**config.mk**
```make
export PLATFORM = sky130hd
export DESIGN_NAME = det_scan_ctrl_flat
export DESIGN_NICKNAME = d
export VERILOG_FILES = /design/src/rtl/det_scan_pkg.sv /design/src/rtl/det_scan_ctrl_if.sv /design/src/rtl/det_scan_next_ch.sv /design/src/rtl/det_scan_ctrl.sv /design/src/flat_wrapper.sv
export SDC_FILE = /design/constraint.sdc
export NUM_CORES = 1
export LEC_CHECK = 0
export ABC_CLOCK_PERIOD_IN_PS = 7600
export CAP_MARGIN = 25
export CORE_MARGIN = 10
export CORE_UTILIZATION = 25
export DETAILED_ROUTE_END_ITERATION = 10
export GPL_TIMING_DRIVEN = 1
export RECOVER_POWER = 25
export SETUP_SLACK_MARGIN = 0.5
export SLEW_MARGIN = 20
export SYNTH_ARGS = -nofsm -noshare
export SYNTH_HDL_FRONTEND = slang
export SYNTH_SLANG_ARGS = --single-unit
export TNS_END_PERCENT = 10
```
**constraint.sdc**
```tcl
create_clock -name clk -period 7.6 [get_ports clk]
set_clock_uncertainty 0.1 [all_clocks]
set_input_delay 1.52 -clock clk [delete_from_list [all_inputs] [get_ports clk]]
set_output_delay 1.52 -clock clk [all_outputs]
set_load 0.005 [all_outputs]
```
**src/rtl/det_scan_pkg.sv**
```systemverilog
// Shared constants for the DET-FF bank scan sequencer: FSM state codes,
// bank reset length and the sample counter width.
package det_scan_pkg;

  // Cycles the DET-FF bank is held in reset after each start
  localparam int CLR_CYC = 2;

  // Width of the free-running sample_clk toggle counter
  localparam int SCNT_W = 16;

  // FSM state encoding, exported on the debug state output
  localparam int ST_W = 3;
  localparam logic [ST_W-1:0] ST_IDLE   = 3'd0;
  localparam logic [ST_W-1:0] ST_CLR    = 3'd1;
  localparam logic [ST_W-1:0] ST_WAIT   = 3'd2;
  localparam logic [ST_W-1:0] ST_SETTLE = 3'd3;
  localparam logic [ST_W-1:0] ST_CAP    = 3'd4;
  localparam logic [ST_W-1:0] ST_SCAN   = 3'd5;

endpackage

```
**src/rtl/det_scan_ctrl_if.sv**
```systemverilog
// Serial readout port of the DET-FF scan sequencer.
//
// Handshake: a beat transfers on a rising clk edge where out_valid and
// out_ready are both high. While out_valid is high, out_ch, out_data and
// frame_start stay constant until that transfer; out_valid is never withdrawn
// before the transfer, except by reset. out_ready may change freely.
interface det_scan_ctrl_if #(
  parameter int CH_W = 4
) ();
  logic            out_valid;
  logic            out_ready;
  logic            out_data;
  logic [CH_W-1:0] out_ch;
  logic            frame_start;

  modport master (
    output out_valid,
    output out_data,
    output out_ch,
    output frame_start,
    input  out_ready
  );

  modport slave (
    input  out_valid,
    input  out_data,
    input  out_ch,
    input  frame_start,
    output out_ready
  );
endinterface

```
**src/rtl/det_scan_next_ch.sv**
```systemverilog
// Priority finder over the channel enable mask: lowest enabled channel, and
// the next enabled channel strictly above the current pointer.
module det_scan_next_ch #(
  parameter int NUM_CH = 16,
  parameter int CH_W   = 4
) (
  input  logic [NUM_CH-1:0] mask,
  input  logic [CH_W-1:0]   ptr,
  output logic [CH_W-1:0]   next_ch,
  output logic [CH_W-1:0]   low_ch,
  output logic              none
);

  // Scan from the top down so the last hit is the lowest qualifying bit
  always_comb begin
    next_ch = '0;
    low_ch  = '0;
    none    = 1'b1;
    for (int i = NUM_CH - 1; i >= 0; i--) begin
      if (mask[i]) begin
        low_ch = CH_W'(i);
        if (i > int'(ptr)) begin
          next_ch = CH_W'(i);
          none    = 1'b0;
        end
      end
    end
  end

endmodule

```
**src/rtl/det_scan_ctrl.sv**
```systemverilog
// Scan sequencer for the dual-edge sampling flip-flop bank. Generates the
// bank sample clock (one toggle per sample), holds the bank in reset at
// start-up, captures the settled bank outputs and serialises the enabled
// channels onto the readout port. CH_W must satisfy 2**CH_W >= NUM_CH.
module det_scan_ctrl
  import det_scan_pkg::*;
#(
  parameter int NUM_CH     = 16,
  parameter int CH_W       = 4,
  parameter int DIV_W      = 8,
  parameter int SETTLE_CYC = 2
) (
  input  logic              clk,
  input  logic              rst,
  input  logic              cfg_en,
  input  logic [DIV_W-1:0]  cfg_div,
  input  logic [NUM_CH-1:0] cfg_ch_mask,
  input  logic [NUM_CH-1:0] ch_data,
  output logic              sample_clk,
  output logic              ff_rstb,
  det_scan_ctrl_if.master   rd,
  output logic              busy,
  output logic              overrun,
  output logic [SCNT_W-1:0] sample_cnt,
  output logic [ST_W-1:0]   dbg_state
);

  localparam logic [2:0] CLR_LAST    = 3'(CLR_CYC - 1);
  localparam logic [2:0] SETTLE_LAST = 3'(SETTLE_CYC - 1);

  logic [ST_W-1:0]   state;
  logic [2:0]        cnt;
  logic [DIV_W-1:0]  div_q;
  logic [DIV_W-1:0]  div_cnt;
  logic [DIV_W-1:0]  div_last;
  logic [NUM_CH-1:0] mask_q;
  logic [NUM_CH-1:0] shadow;
  logic              out_valid_q;
  logic              out_data_q;
  logic              frame_start_q;
  logic [CH_W-1:0]   out_ch_q;
  logic [CH_W-1:0]   next_ch;
  logic [CH_W-1:0]   low_ch;
  logic              next_none;
  logic              running;
  logic              tick;

  // The beat currently on the port doubles as the scan pointer
  det_scan_next_ch #(
    .NUM_CH (NUM_CH),
    .CH_W   (CH_W)
  ) u_next_ch (
    .mask    (mask_q),
    .ptr     (out_ch_q),
    .next_ch (next_ch),
    .low_ch  (low_ch),
    .none    (next_none)
  );

  // Divider runs once the bank is out of reset; a period of 0 acts as 1
  assign running  = (state == ST_WAIT) || (state == ST_SETTLE) ||
                    (state == ST_CAP)  || (state == ST_SCAN);
  assign div_last = (div_q == '0) ? '0 : div_q - DIV_W'(1);
  assign tick     = running && (div_cnt == div_last);

  assign busy            = (state != ST_IDLE);
  assign dbg_state       = state;
  assign rd.out_valid    = out_valid_q;
  assign rd.out_data     = out_data_q;
  assign rd.out_ch       = out_ch_q;
  assign rd.frame_start  = frame_start_q;

  // Sample-period divider: wraps on tick, parked at 0 while not running
  always_ff @(posedge clk) begin
    if (rst || !running || tick) begin
      div_cnt <= '0;
    end else begin
      div_cnt <= div_cnt + DIV_W'(1);
    end
  end

  // Main sequencer: start-up reset, sampling, capture and readout
  always_ff @(posedge clk) begin
    if (rst) begin
      state         <= ST_IDLE;
      cnt           <= '0;
      div_q         <= '0;
      mask_q        <= '0;
      shadow        <= '0;
      sample_clk    <= 1'b0;
      ff_rstb       <= 1'b0;
      out_valid_q   <= 1'b0;
      out_data_q    <= 1'b0;
      out_ch_q      <= '0;
      frame_start_q <= 1'b0;
      overrun       <= 1'b0;
      sample_cnt    <= '0;
    end else begin
      // A tick while a frame is still in flight is a lost sample
      if (tick && (state != ST_WAIT)) begin
        overrun <= 1'b1;
      end
      case (state)
        ST_IDLE: begin
          ff_rstb <= 1'b0;
          if (cfg_en) begin
            state   <= ST_CLR;
            cnt     <= '0;
            div_q   <= cfg_div;
            mask_q  <= cfg_ch_mask;
            overrun <= 1'b0;
          end
        end
        ST_CLR: begin
          if (cnt == CLR_LAST) begin
            state   <= ST_WAIT;
            ff_rstb <= 1'b1;
          end else begin
            cnt <= cnt + 3'd1;
          end
        end
        ST_WAIT: begin
          // Disable wins over a coincident tick so no extra sample is taken
          if (!cfg_en) begin
            state   <= ST_IDLE;
            ff_rstb <= 1'b0;
          end else if (tick) begin
            sample_clk <= ~sample_clk;
            sample_cnt <= sample_cnt + SCNT_W'(1);
            cnt        <= '0;
            state      <= ST_SETTLE;
          end
        end
        ST_SETTLE: begin
          if (cnt == SETTLE_LAST) begin
            state <= ST_CAP;
          end else begin
            cnt <= cnt + 3'd1;
          end
        end
        ST_CAP: begin
          shadow <= ch_data;
          if (mask_q == '0) begin
            state <= ST_WAIT;
          end else begin
            out_ch_q      <= low_ch;
            out_data_q    <= ch_data[low_ch];
            out_valid_q   <= 1'b1;
            frame_start_q <= 1'b1;
            state         <= ST_SCAN;
          end
        end
        ST_SCAN: begin
          if (out_valid_q && rd.out_ready) begin
            frame_start_q <= 1'b0;
            if (next_none) begin
              out_valid_q <= 1'b0;
              if (cfg_en) begin
                state <= ST_WAIT;
              end else begin
                state   <= ST_IDLE;
                ff_rstb <= 1'b0;
              end
            end else begin
              out_ch_q   <= next_ch;
              out_data_q <= shadow[next_ch];
            end
          end
        end
        default: begin
          state <= ST_IDLE;
        end
      endcase
    end
  end

endmodule

```
**src/flat_wrapper.sv**
```systemverilog
// flat-port wrapper written by rule: the top's interface ports become plain ports
module det_scan_ctrl_flat import det_scan_pkg::*;
#(
  parameter int NUM_CH     = 16,
  parameter int CH_W       = 4,
  parameter int DIV_W      = 8,
  parameter int SETTLE_CYC = 2
)
  (clk, rst, cfg_en, cfg_div, cfg_ch_mask, ch_data, sample_clk, ff_rstb, busy, overrun, sample_cnt, dbg_state, rd_out_valid, rd_out_data, rd_out_ch, rd_frame_start, rd_out_ready);
  det_scan_ctrl_if #(.CH_W(CH_W)) rd_i ();
  input  logic clk;
  input  logic rst;
  input  logic cfg_en;
  input  logic [DIV_W-1:0] cfg_div;
  input  logic [NUM_CH-1:0] cfg_ch_mask;
  input  logic [NUM_CH-1:0] ch_data;
  output logic sample_clk;
  output logic ff_rstb;
  output logic busy;
  output logic overrun;
  output logic [SCNT_W-1:0] sample_cnt;
  output logic [ST_W-1:0] dbg_state;
  output wire logic [$bits(rd_i.out_valid)-1:0] rd_out_valid;
  output wire logic [$bits(rd_i.out_data)-1:0] rd_out_data;
  output wire logic [$bits(rd_i.out_ch)-1:0] rd_out_ch;
  output wire logic [$bits(rd_i.frame_start)-1:0] rd_frame_start;
  input wire logic [$bits(rd_i.out_ready)-1:0] rd_out_ready;
  assign rd_out_valid = rd_i.out_valid;
  assign rd_out_data = rd_i.out_data;
  assign rd_out_ch = rd_i.out_ch;
  assign rd_frame_start = rd_i.frame_start;
  assign rd_i.out_ready = rd_out_ready;
  det_scan_ctrl #(.NUM_CH(NUM_CH), .CH_W(CH_W), .DIV_W(DIV_W), .SETTLE_CYC(SETTLE_CYC)) u_core (.clk(clk), .rst(rst), .cfg_en(cfg_en), .cfg_div(cfg_div), .cfg_ch_mask(cfg_ch_mask), .ch_data(ch_data), .sample_clk(sample_clk), .ff_rstb(ff_rstb), .rd(rd_i), .busy(busy), .overrun(overrun), .sample_cnt(sample_cnt), .dbg_state(dbg_state));
endmodule
```
Yosys cells after proc, flatten, opt, wreduce, memory -nomap -nowiden
Cells that the tools add are included.
{"block": "totals", "regBits": 80, "inputBits": 44, "out_inout_bits": 30, "elab_cells": 198}
{"block": "classes", "n_addsub": 4, "order_cmp": 17, "n_eq_ne": 19, "mux": 118, "bitwise": 1, "reduce_logical": 25}
{"cell": "two-way mux 4 bit", "count": 49}
{"cell": "two-way mux 1 bit", "count": 46}
{"cell": "two-way mux 3 bit", "count": 12}
{"cell": "> comparator 4 bit (first input constant)", "count": 8}
{"cell": "one-hot mux 3 bit (6 select lines)", "count": 1}
{"cell": "adder 16 x 1 -> 16 bit (second input constant)", "count": 1}
{"cell": "> comparator 3 x 4 -> 1 bit (first input constant)", "count": 4}
{"cell": "logical NOT 16 bit", "count": 1}
{"cell": "inequality test 2 bit (second input constant)", "count": 7}
{"cell": "AND reduction 4 bit", "count": 3}
{"cell": "less-than comparator 4 x 5 -> 1 bit (second input constant)", "count": 2}
{"cell": "one-hot mux 3 bit (3 select lines)", "count": 1}
{"cell": "adder 8 x 1 -> 8 bit (second input constant)", "count": 1}
{"cell": "binary-select mux 1 bit (select 4 bit)", "count": 2}
{"cell": "== test 8 bit", "count": 1}
{"cell": "> comparator 2 x 4 -> 1 bit (first input constant)", "count": 2}
{"cell": "logical NOT 8 bit", "count": 1}
{"cell": "two-way mux 8 bit", "count": 1}
{"cell": "one-hot mux 4 bit (2 select lines)", "count": 1}
{"cell": "subtractor 8 x 1 -> 8 bit (second input constant)", "count": 1}
{"cell": "== test 3 x 1 -> 1 bit (second input constant)", "count": 2}
{"cell": "== test 3 x 2 -> 1 bit (second input constant)", "count": 2}
{"cell": "== test 3 bit (second input constant)", "count": 2}
{"cell": "inequality test 2 x 1 -> 1 bit (second input constant)", "count": 3}
{"cell": "19 further kinds", "count": 30}

Depth between registers and ports, before layout
Gate-level depths: netlist (run 1).
{"block": "depth", "ltp_word": 36, "mapped_depth": 12, "mapped_depth_nobuf": 11}

By module
From an unflattened synthesis (run 1), not the netlist that was laid out.
{"block": "hier_totals", "cells_unflattened": 588, "area_unflattened_um2": 4639.4}
{"mod": "det_scan_ctrl", "instances": 1, "cells_each": 488, "area_per_inst_um2": 4062.6, "seq_area_each_um2": 1601.5}
{"mod": "det_scan_next_ch", "instances": 1, "cells_each": 100, "area_per_inst_um2": 576.8, "seq_area_each_um2": 0.0}

Least setup slack after synthesis (run 1)
OpenSTA, ideal clock, no wires.
{"block": "synth_path", "path_kind": "register to register", "start": "register u_core.div_q[0]", "end": "register u_core.sample_cnt[15]", "setup_time_ns": 0.123, "t_arrival_ns": 2.825, "t_required_ns": 7.377, "setup_slack_ns": 4.552, "path_stages_with_launch": 12, "n_path_buf": 0, "synth_period_minus_slack_ns": 3.048, "path_cell_list": "dfxtp_1 inv_1 ha_1 nor3b_2 nand2_1 or3_1 mux2_2 o2111ai_1 nor3_2 nand4_2 nor4_1 mux2_1"}
{"block": "synth_between", "elab_chain_cells": 5, "elab_cells_between_ends": 6, "classes_between": "1 x add/sub; 1 x eq/ne; 1 x mux; 3 x reduce/logical"}
{"element": "from (decl)", "line_no": "det_scan_ctrl.sv:33", "text": "logic [DIV_W-1:0] div_q;"}
{"element": "from (signal assigned)", "line_no": "det_scan_ctrl.sv:109", "text": "div_q <= cfg_div;"}
{"element": "subtractor 8 x 1 -> 8 bit / logical NOT 8 bit (equally long branches)", "line_no": "det_scan_ctrl.sv:63", "text": "assign div_last = (div_q == '0) ? '0 : div_q - DIV_W'(1);"}
{"element": "two-way mux 8 bit *", "line_no": "det_scan_ctrl.sv:63"}
{"element": "== test 8 bit *", "line_no": "det_scan_ctrl.sv:64", "text": "assign tick = running && (div_cnt == div_last);"}
{"element": "logical AND 1 bit *", "line_no": "det_scan_ctrl.sv:64"}
{"element": "AND reduction 3 bit (no line) *"}
{"element": "to (signal assigned)", "line_no": "det_scan_ctrl.sv:129", "text": "sample_cnt <= sample_cnt + SCNT_W'(1);"}
{"element": "to (decl)", "line_no": "det_scan_ctrl.sv:24", "text": "output logic [SCNT_W-1:0] sample_cnt,"}
Every way passes the cells marked *; elsewhere a longest branch is shown, timed or not.
A chain may end at the register's enable or synchronous reset.

==> results.yml, run 1 <==
logic_synthesis:
  synth_top_cell_area_share_pct: 34.2
  yosys.area.top_type: "dfxtp_1"
  synthArstFlopShare_pct: 0
  synth.area.top_cells: "dfxtp_1, nand2_1, a21oi_1"
  synth.most_common_cell: "nand2_1"
  yosysWarnings: 0
  ys.flop_type: "dfxtp_1"
  synth-seq-cells: 80
  synth_edf_count: 0
  synth_cells: 620
  yosysSeqAreaShare_pct: 34.2
  avgSynthCellArea_um2: 7.56
  syn-num-nets: 670
  ys_types: 70
  syn_area_mm2: 0.00468
  netlist_top_cells_count: "nand2_1, dfxtp_1, a21oi_1"
worst_setup_path:
  worstSetupPathType: "in2reg"
  cp.required_ps: 7710
  arrival_ps: 4610
  rr_startpoint: "u_core.rd.out_ch[1]$_SDFFE_PP0P_"
  ff2ff_setup_slack_ps: 4100
  reg2reg_to: "u_core.dbg_state[2]$_SDFFE_PP0P_"
  path_depth: 5
  crit_chain: "buf_2, clkbuf_1, or2_2, o41a_1, o31ai_1"
  crit_buf_inv: 2
  critPathTopFamily: "buffers and inverters"
  worstSetupStartpointType: "input pin"
  r2r.worst_path.cells: 9
  critPathLaunch: "rst"
  endpoint: "u_core.rd.out_data$_SDFFE_PP0P_"
  crit_path_max_incr_delay_ps: 2370
  cp-end-kind: "flop"
  crit_fanout: 76
  cpMaxStageDelayCell: "clkbuf_1"
timing:
  setup_ws_ps: 3100
  worstMarginPinSlew_ps: 3390
  whs_ps: 357
  fin_crit_sh_pct: 59.2
  max-slew-margin-rel_pct: -126
  rsz0062_at_grt: "no"
  maxSlewViolCount: 77
  hold_violations: 0
  period_minus_slack_ps: 4500
  setup_viol: 0
  tns_ps: 0
  clock.fmax_ghz: 0.222
placed_design:
  dpl.hpwl_um: 10100
  dpl_worst_slack_ps: 4000
  placed_area_mm2: 0.00558
  port_buffers: 73
  gp_congestion: 0.855
cts:
  htreeDepth: 3
  clock_path_buffers: 2
  postCtsHoldBufs: 0
  cts_root_buf: "clkbuf_16"
  clkTransAtPathRegs_ps: 60
  numCtsBuffers: 9
  clock-sinks: 80
  ctsResizeCount: 0
  cts_tree: "built"
  clkLatencyLatePin_ps: 340
  cts_setup_buffers: 0
global_route:
  grt-ovfl-total: 0
  gr-usage-all-layers_pct: 11.1
  grt_pass1_wl_um: 22100
  grt_max_degree: 77
  antenna_found_initial: 0
  grt_pass1_vias: 4361
cells_and_area:
  nNetsFinal: 723
  n_fill_cell: 1982
  seq_area_mm2: 0.00160
  antenna_cells: 0
  final_area_mm2: 0.00591
  multi_input_area_mm2: 0.00290
  drive_gt1_share_pct: 6.78
  layout-area-overhead-vs-synth_pct: 26.2
worst_hold_path:
  hold_path.class: "reg2reg"
power_and_ir_drop:
  p_per_area_mw_per_mm2: 278
  leakage_nw: 2.07
  finalPower_mw: 1.64
  max-vdd-ir-drop_mv: 0.124
detailed_routing:
  drtAntennaViolNets: 0
  drt_iter0_drc: 268
  drt_first_pass_iters: 4
  wl_um: 13600
  routedWlPerCell_um: 15.0
  via_per_inst: 4.98
  routed-via-count: 4539
  drc_errors: 0
flow_run:
  maxCapViolations: 1
die:
  fp.dieW_um: 157
  die_h_um: 157
  dieArea_mm2: 0.0246
  rows: 50
  pin_count: 74
  initial_core_util_pct: 25.2
  core_area_mm2: 0.0186
run_status:
  status: "complete, but fails checks"
  violations: "max-capacitance violations, max-slew violations"
-- area by class of cell --
| class | instances | area share [%] |
|---|---|---|
| Clock buffer | 10 | 4.04 |
| Clock inverter | 6 | 1.54 |
| Inverter | 12 | 0.762 |
| Multi-Input combinational cell | 494 | 49.0 |
| Sequential cell | 80 | 27.1 |
| Tap cell | 234 | 4.95 |
| Timing Repair Buffer | 76 | 12.6 |
-- worst min-delay path by stage --
stage | from | end | slack, ps | cells after the start
floorplan | u_core.shadow[2]$_SDFFE_PP0P_ | u_core.shadow[2]$_SDFFE_PP0P_ | 330 | 2
global placement | u_core.shadow[1]$_SDFFE_PP0P_ | u_core.shadow[1]$_SDFFE_PP0P_ | 340 | 2
detailed placement | u_core.shadow[3]$_SDFFE_PP0P_ | u_core.shadow[3]$_SDFFE_PP0P_ | 350 | 2
CTS | u_core.shadow[3]$_SDFFE_PP0P_ | u_core.shadow[3]$_SDFFE_PP0P_ | 360 | 2
global route | u_core.shadow[0]$_SDFFE_PP0P_ | u_core.shadow[0]$_SDFFE_PP0P_ | 380 | 2
finish | u_core.shadow[13]$_SDFFE_PP0P_ | u_core.shadow[13]$_SDFFE_PP0P_ | 360 | 2
-- state kept, by name, summed over array words and instances, names as in the netlist, 3 cells and up --
name and cells:
u_core.rd.out_ch 4, u_core.dbg_state 3, u_core.shadow 16, u_core.div_cnt 8, u_core.mask_q 16, u_core.sample_cnt 16
u_core.cnt 3, u_core.div_q 8
-- cell usage in the layout (no fill, tap or decap), types with 4 or more instances in the layout --
master           netlist  routed
clkdlybuf4s50_1        0      62
dlygate4sd3_1          0      10
or2_2                  6       6
nand2b_1              11      11
nor3_1                 9       9
or3_1                  7       7
and3_1                 7       7
o21bai_1               6       6
a311oi_1               4       4
nor4_1                 7       7
xor2_1                16      16
mux2i_1               10      10
nor2b_1               13      13
nand2_1              115     115
nor3b_1                5       5
a31oi_1                4       4
o31ai_1                8       8
clkbuf_16              0       9
xnor2_1                9       9
o211ai_1               5       5
inv_1                 12      12
dfxtp_1               80      80
nand4_1                8       8
and2_1                 6       6
ha_1                   6       6
o21ai_0               18      18
nand3_1               23      23
a21oi_1               65      65
nor2_1                62      61
mux2_2                 7       7
-- metrics by stage --
| step | cells | utilization (%) |
|---|---|---|
| global placement | 896 | 30.1 |
| finish | 912 | 31.8 |
| floorplan | 620 | - |
| global route | 912 | 31.8 |
| detailed placement | 896 | 30.1 |
| CTS | 912 | 31.8 |
-- tightest hold or removal path: stages (launching register included) --
cell and delay [ps]:
dfxtp_1 310, nand2_1 50, a21oi_1 50
-- where the power goes --
group,internal [mW],leakage [nW],total (mW),switching (mW)
Combinational,0.276,1.27,0.639,0.363
Clock,0.298,0.151,0.475,0.177
Sequential,0.458,0.649,0.528,0.0696
-- cells by family after synthesis --
family	after synthesis	share of synthesized area [%]
buf+inv	46	3.98
xor+xnor	25	4.67
flops	80	34.2
mux	20	5.02
simple gates	298	30.9
fa+ha+maj	6	1.60
compound gates	145	19.6
-- layer usage --
| metal | GRT usage [%] | up-vias | share of wire (%) |
|---|---|---|---|
| met3 | 3.46 | 16 | 5.4 |
| met5 | 0 | - | 0 |
| met2 | 18.0 | 81 | 47 |
| met1 | 13.6 | 2140 | 46 |
| li1 | - | 2302 | - |
| met4 | 3.37 | 0 | 1.6 |
(Power assumes the default switching activity.)
==> run 2, diff against run 1 <==
--- a/config.mk
+++ b/config.mk
@@ -5,7 +5,7 @@
 export SDC_FILE = /design/constraint.sdc
 export NUM_CORES = 1
 export LEC_CHECK = 0
-export ABC_CLOCK_PERIOD_IN_PS = 7600
+export ABC_CLOCK_PERIOD_IN_PS = 3750
 export CAP_MARGIN = 25
 export CORE_MARGIN = 10
 export CORE_UTILIZATION = 25
==> constraint.sdc (replaced) <==
create_clock -name clk -period 3.75 [get_ports clk]
set_clock_uncertainty 0.1 [all_clocks]
set_input_delay 0.75 -clock clk [delete_from_list [all_inputs] [get_ports clk]]
set_output_delay 0.75 -clock clk [all_outputs]
set_load 0.005 [all_outputs]
==> results.yml, run 2 (synthesis gave the netlist of run 1 again) <==
worst_setup_path:
  ff2ff_setup_slack_ps: 590
  worstSetupStartpointType: "flop"
  reg2reg_to: "u_core.dbg_state[0]$_SDFFE_PP0P_"
  arrival_ps: 3320
  cp-end-kind: "flop"
  cpMaxStageDelayCell: "nor4b_1"
  worstSetupPathType: "reg2reg"
  crit_chain: "nand3_1, o2bb2ai_1, or2_2, nor4b_1, a21oi_1, nor2_1, o211ai_1, or3_1, a21oi_1"
  crit_fanout: 12
  endpoint: "u_core.dbg_state[0]$_SDFFE_PP0P_"
  crit_path_max_incr_delay_ps: 600
  cp.required_ps: 3910
  rr_startpoint: "u_core.rd.out_ch[0]$_SDFFE_PP0P_"
  critPathMostFrequentCell: "a21oi_1"
  r2r.worst_path.cells: 9
  critPathLaunch: "u_core.rd.out_ch[0]$_SDFFE_PP0P_"
detailed_routing:
  via_per_inst: 4.96
  routedWlPerCell_um: 15.2
  drt_iter0_drc: 266
  wl_um: 14100
  drc_errors: 0
  routed-via-count: 4601
  drtAntennaViolNets: 0
  drt_first_pass_iters: 5
timing:
  maxSlewViolCount: 0
  worstMarginPinSlew_ps: 1440
  max-slew-margin-rel_pct: 4.30
  tns_ps: 0
  whs_ps: 356
  clock.fmax_ghz: 0.317
  setup_viol: 0
  fin_crit_sh_pct: 84.2
  period_minus_slack_ps: 3160
  rsz0062_at_grt: "yes"
  hold_violations: 0
cells_and_area:
  drive_gt1_share_pct: 8.95
  antenna_cells: 0
  nNetsFinal: 738
  final_common_cell: "nand2_1"
  largestRegisters: "u_core.mask_q x16, u_core.sample_cnt x16, u_core.shadow x16"
  layout-area-overhead-vs-synth_pct: 28.5
  fin_cells: 927
  fin_util_pct: 32.4
  layout_common_cells: "nand2_1, dfxtp_1, a21oi_1, clkdlybuf4s50_1, nor2_1"
placed_design:
  port_buffers: 73
  dpl.hpwl_um: 10400
  gp_congestion: 0.870
  dp_cells: 904
global_route:
  grt_pass1_wl_um: 22700
  gr-usage-all-layers_pct: 11.4
  antenna_found_initial: 0
  grt_pass1_vias: 4436
  grt_max_degree: 52
  grt-ovfl-total: 0
cts:
  cts_root_buf: "clkbuf_16"
  htreeDepth: 3
  numCtsBuffers: 9
  clkLatencyLatePin_ps: 340
  clkTransAtPathRegs_ps: 60
  cts_tree: "built"
  clock-sinks: 80
  postCtsHoldBufs: 0
  clock_path_buffers: 2
die:
  pin_count: 74
  dieArea_mm2: 0.0246
  die_h_um: 157
  rows: 50
  fp.dieW_um: 157
  initial_core_util_pct: 25.2
  core_area_mm2: 0.0186
power_and_ir_drop:
  swShare_pct: 37.8
  finalPower_mw: 3.32
  p_per_area_mw_per_mm2: 552
  p_int_mw: 2.07
  combinationalPowerShare_pct: 41.1
  max-vdd-ir-drop_mv: 0.256
  p_clk_share_pct: 27.2
  seq_power_share_pct: 31.7
  leakage_nw: 2.14
  switchingPower_mw: 1.26
run_status:
  status: "complete, no violations"
worst_hold_path:
  hold_path.class: "reg2reg"
flow_run:
  maxCapViolations: 0
[run 2: worst min-delay path by stage]
stage | from | endpoint | slack, ps | depth (start not counted)
floorplan | u_core.shadow[2]$_SDFFE_PP0P_ | u_core.shadow[2]$_SDFFE_PP0P_ | 330 | 2
global route | u_core.shadow[2]$_SDFFE_PP0P_ | u_core.shadow[2]$_SDFFE_PP0P_ | 370 | 2
finish | u_core.shadow[0]$_SDFFE_PP0P_ | u_core.shadow[0]$_SDFFE_PP0P_ | 360 | 2
global placement | u_core.shadow[0]$_SDFFE_PP0P_ | u_core.shadow[0]$_SDFFE_PP0P_ | 340 | 2
detailed placement | u_core.shadow[2]$_SDFFE_PP0P_ | u_core.shadow[2]$_SDFFE_PP0P_ | 350 | 2
CTS | u_core.shadow[2]$_SDFFE_PP0P_ | u_core.shadow[2]$_SDFFE_PP0P_ | 360 | 2
[run 2: power by group through the flow]
stage	Sequential (mW)	Clock, mW	Combinational, mW
floorplan	1.02	0	0.980
global placement	1.07	0	1.34
global route	1.07	0.962	1.53
finish	1.05	0.903	1.37
detailed placement	1.07	0	1.34
CTS	1.05	0.929	1.35
[run 2: per-layer routing]
metal  share of wire [%]  global-route usage, %  wire length [um]
met4                 1.1                   2.74               156
met3                 6.4                   3.95               905
met1                  45                   13.8              6280
met2                  48                   18.9              6770
met5                   0                      0                 0
[run 2: layout make-up]
| cell class | instances | area, um^2 |
|---|---|---|
| clock inverters | 4 | 53.8 |
| flip-flops and latches | 80 | 1610 |
| well taps | 234 | 293 |
| clock buffers | 12 | 246 |
| repair buffers | 91 | 857 |
| inverters | 12 | 45.0 |
| multi-input cells | 494 | 2920 |
| fillers | 1968 | 12600 |
[run 2: worst max-delay path: cells and delay by family, from the launching register on]
kind	cells	cell delay, ps
AND/OR/NAND/NOR	5	1690
AO/OA/AOI/OAI	4	730
flip-flops	1	560
[run 2: timing repair]
action	in CTS	in global routing
gates cloned	0	0
setup buffers	1	6
setup endpoints to repair	4	12
pin swaps	1	0
resized for setup	2	5
endpoints found under the hold margin	0	0
[run 2: metrics by stage]
stage / cell area, um^2 / worst slack, ps
after floorplan: 4680 / 702
after global placement: 5640 / 449
after detailed placement: 5640 / 303
after CTS: 5960 / 512
after global routing: 6020 / 374
final: 6020 / 593
==> run 3, diff against run 2 <==
--- a/config.mk
+++ b/config.mk
@@ -5,7 +5,7 @@
 export SDC_FILE = /design/constraint.sdc
 export NUM_CORES = 1
 export LEC_CHECK = 0
-export ABC_CLOCK_PERIOD_IN_PS = 3750
+export ABC_CLOCK_PERIOD_IN_PS = 3200
 export CAP_MARGIN = 25
 export CORE_MARGIN = 10
 export CORE_UTILIZATION = 25
==> constraint.sdc (replaced) <==
create_clock -name clk -period 3.2 [get_ports clk]
set_clock_uncertainty 0.1 [all_clocks]
set_input_delay 0.64 -clock clk [delete_from_list [all_inputs] [get_ports clk]]
set_output_delay 0.64 -clock clk [all_outputs]
set_load 0.005 [all_outputs]
==> results.yml, run 3 (synthesis gave the netlist of run 1 again) <==
cts:
  clkLatencyLatePin_ps: 340
  htreeDepth: 3
  cts_root_buf: "clkbuf_16"
  numCtsBuffers: 9
  clock_path_buffers: 2
  clock-sinks: 80
  clkTransAtPathRegs_ps: 60
  cts_tree: "built"
power_and_ir_drop:
  seq_power_share_pct: 28.1
  p_int_mw: 2.70
  swShare_pct: 36.9
  p_per_area_mw_per_mm2: 661
  p_clk_share_pct: 26.1
  combinationalPowerShare_pct: 45.8
  switchingPower_mw: 1.58
  max-vdd-ir-drop_mv: 0.316
  leakage_nw: 2.35
worst_setup_path:
  crit_fanout: 4
  crit_buf_inv: 1
  worstSetupStartpointType: "flop"
  reg2reg_to: "u_core.sample_cnt[10]$_SDFFE_PP0P_"
  critPathLaunch: "u_core.div_q[0]$_SDFFE_PP0P_"
  critPathTopFamily: "simple AND/OR/NAND/NOR gates"
  crit_chain: "or4_4, or3_4, and3_4, a211oi_4, o2111ai_2, nor3_2, nand4_2, buf_4, o31ai_2, a21oi_2"
  r2r.worst_path.cells: 10
  arrival_ps: 3100
  ff2ff_setup_slack_ps: 220
  crit_path_max_incr_delay_ps: 560
  cp-end-kind: "flop"
  worstSetupPathType: "reg2reg"
  rr_startpoint: "u_core.div_q[0]$_SDFFE_PP0P_"
  cpMaxStageDelayCell: "or4_4"
  cp.required_ps: 3320
cells_and_area:
  antenna_cells: 0
  fin_util_pct: 34.8
  nNetsFinal: 768
  layout_common_cells: "nand2_1, dfxtp_1, a21oi_1, nor2_1, clkdlybuf4s50_1"
  final_common_cell: "nand2_1"
  layout-area-overhead-vs-synth_pct: 38.1
  n_fill_cell: 1923
  drive_gt1_share_pct: 16.7
  largestRegisters: "u_core.mask_q x16, u_core.sample_cnt x16, u_core.shadow x16"
flow_run:
  maxCapViolations: 0
worst_hold_path:
  hold_depth: 2
  min-delay-start: "u_core.shadow[2]$_SDFFE_PP0P_"
  hold_path.class: "reg2reg"
  min_to: "u_core.shadow[2]$_SDFFE_PP0P_"
timing:
  setup_viol: 0
  maxSlewViolCount: 0
  clock.fmax_ghz: 0.336
  period_minus_slack_ps: 2980
  hold_violations: 0
  rsz0062_at_grt: "yes"
  fin_crit_sh_pct: 93.0
  max-slew-margin-rel_pct: 34.8
  tns_ps: 0
  worstMarginPinSlew_ps: 978
global_route:
  grt-ovfl-total: 0
  grt_pass1_wl_um: 23600
  grt_pass1_vias: 4642
  gr-usage-all-layers_pct: 11.8
  antenna_found_initial: 0
  grt_max_degree: 29
die:
  die_h_um: 157
  rows: 50
  core_area_mm2: 0.0186
  dieArea_mm2: 0.0246
  pin_count: 74
  initial_core_util_pct: 25.2
  fp.dieW_um: 157
detailed_routing:
  drc_errors: 0
  drt_iter0_drc: 361
  routedWlPerCell_um: 15.2
  routed-via-count: 4746
  wl_um: 14500
  drt_first_pass_iters: 5
  via_per_inst: 4.96
  drtAntennaViolNets: 0
run_status:
  status: "complete, no violations"
placed_design:
  gp_congestion: 0.875
  dpl.hpwl_um: 10600
  port_buffers: 73
==> run 3: cell types whose count changed in the layout (fill, tap and decap cells not counted), sizes merged <==
cell / before / now
buf: 18 / 49
bufinv: 1 / 2
clkbuf: 13 / 10
clkdlybuf4s50: 63 / 61
dlygate4sd3: 9 / 11
inv: 12 / 13
==> run 3: power by group through the flow <==
stage / registers [mW] / logic, mW / clock network (mW)
final: 1.20 / 1.96 / 1.12
after global routing: 1.22 / 2.16 / 1.18
after CTS: 1.20 / 1.93 / 1.14
after detailed placement: 1.22 / 1.72 / 0
after global placement: 1.22 / 1.72 / 0
after floorplan: 1.20 / 1.16 / 0
==> run 3: how the worst max path moves through the flow <==
stage	endpoint	slack, ps	cells past startpoint
5_1_grt	u_core.dbg_state[2]$_SDFFE_PP0P_	40	11
2_1_floorplan	u_core.sample_cnt[10]$_SDFFE_PP0P_	320	9
3_5_place_dp	u_core.sample_cnt[13]$_SDFFE_PP0P_	130	12
6_report	u_core.sample_cnt[10]$_SDFFE_PP0P_	220	10
3_3_place_gp	u_core.sample_cnt[13]$_SDFFE_PP0P_	180	12
4_1_cts	u_core.sample_cnt[13]$_SDFFE_PP0P_	250	10
==> run 3: area by class of cell <==
cell class | instances | area, um^2 | area share [%]
Clock inverter | 6 | 92.6 | 1.43
Multi-Input combinational cell | 494 | 3070 | 47.5
Tap cell | 234 | 293 | 4.53
Timing Repair Buffer | 121 | 1110 | 17.2
Clock buffer | 10 | 229 | 3.54
Sequential cell | 80 | 1620 | 25.1
Inverter | 12 | 45.0 | 0.696
==> run 3: worst min-delay path, stage by stage, from the launching register on <==
cell	delay, ps
dfxtp_1	300
nand2_1	50
a21oi_1	50
==> run 3: through the flow <==
step / setup WS, ps / std cells / area [um^2] / total power [mW] / hold WS, ps
floorplan: 316 / 620 / 4710 / 2.36 / 331
global placement: 176 / 923 / 5810 / 2.94 / 342
detailed placement: 128 / 923 / 5810 / 2.93 / 348
CTS: 254 / 957 / 6430 / 4.26 / 357
global route: 44.9 / 957 / 6470 / 4.55 / 377
finish: 223 / 957 / 6470 / 4.28 / 352
==> run 3: timing repair <==
action                     CTS  global route
pin swaps                   10             9
setup endpoints to repair   35            36
hold buffers                 0             0
buffers inserted            18             0
resized for setup           36             9
==> run 3: layer usage <==
metal | up-vias | wire [um] | global-route usage (%)
li1 | 2395 | - | -
met1 | 2212 | 6460 | 14.3
met2 | 123 | 7050 | 20.1
met3 | 16 | 884 | 3.13
met4 | 0 | 153 | 2.88
met5 | - | 0 | 0
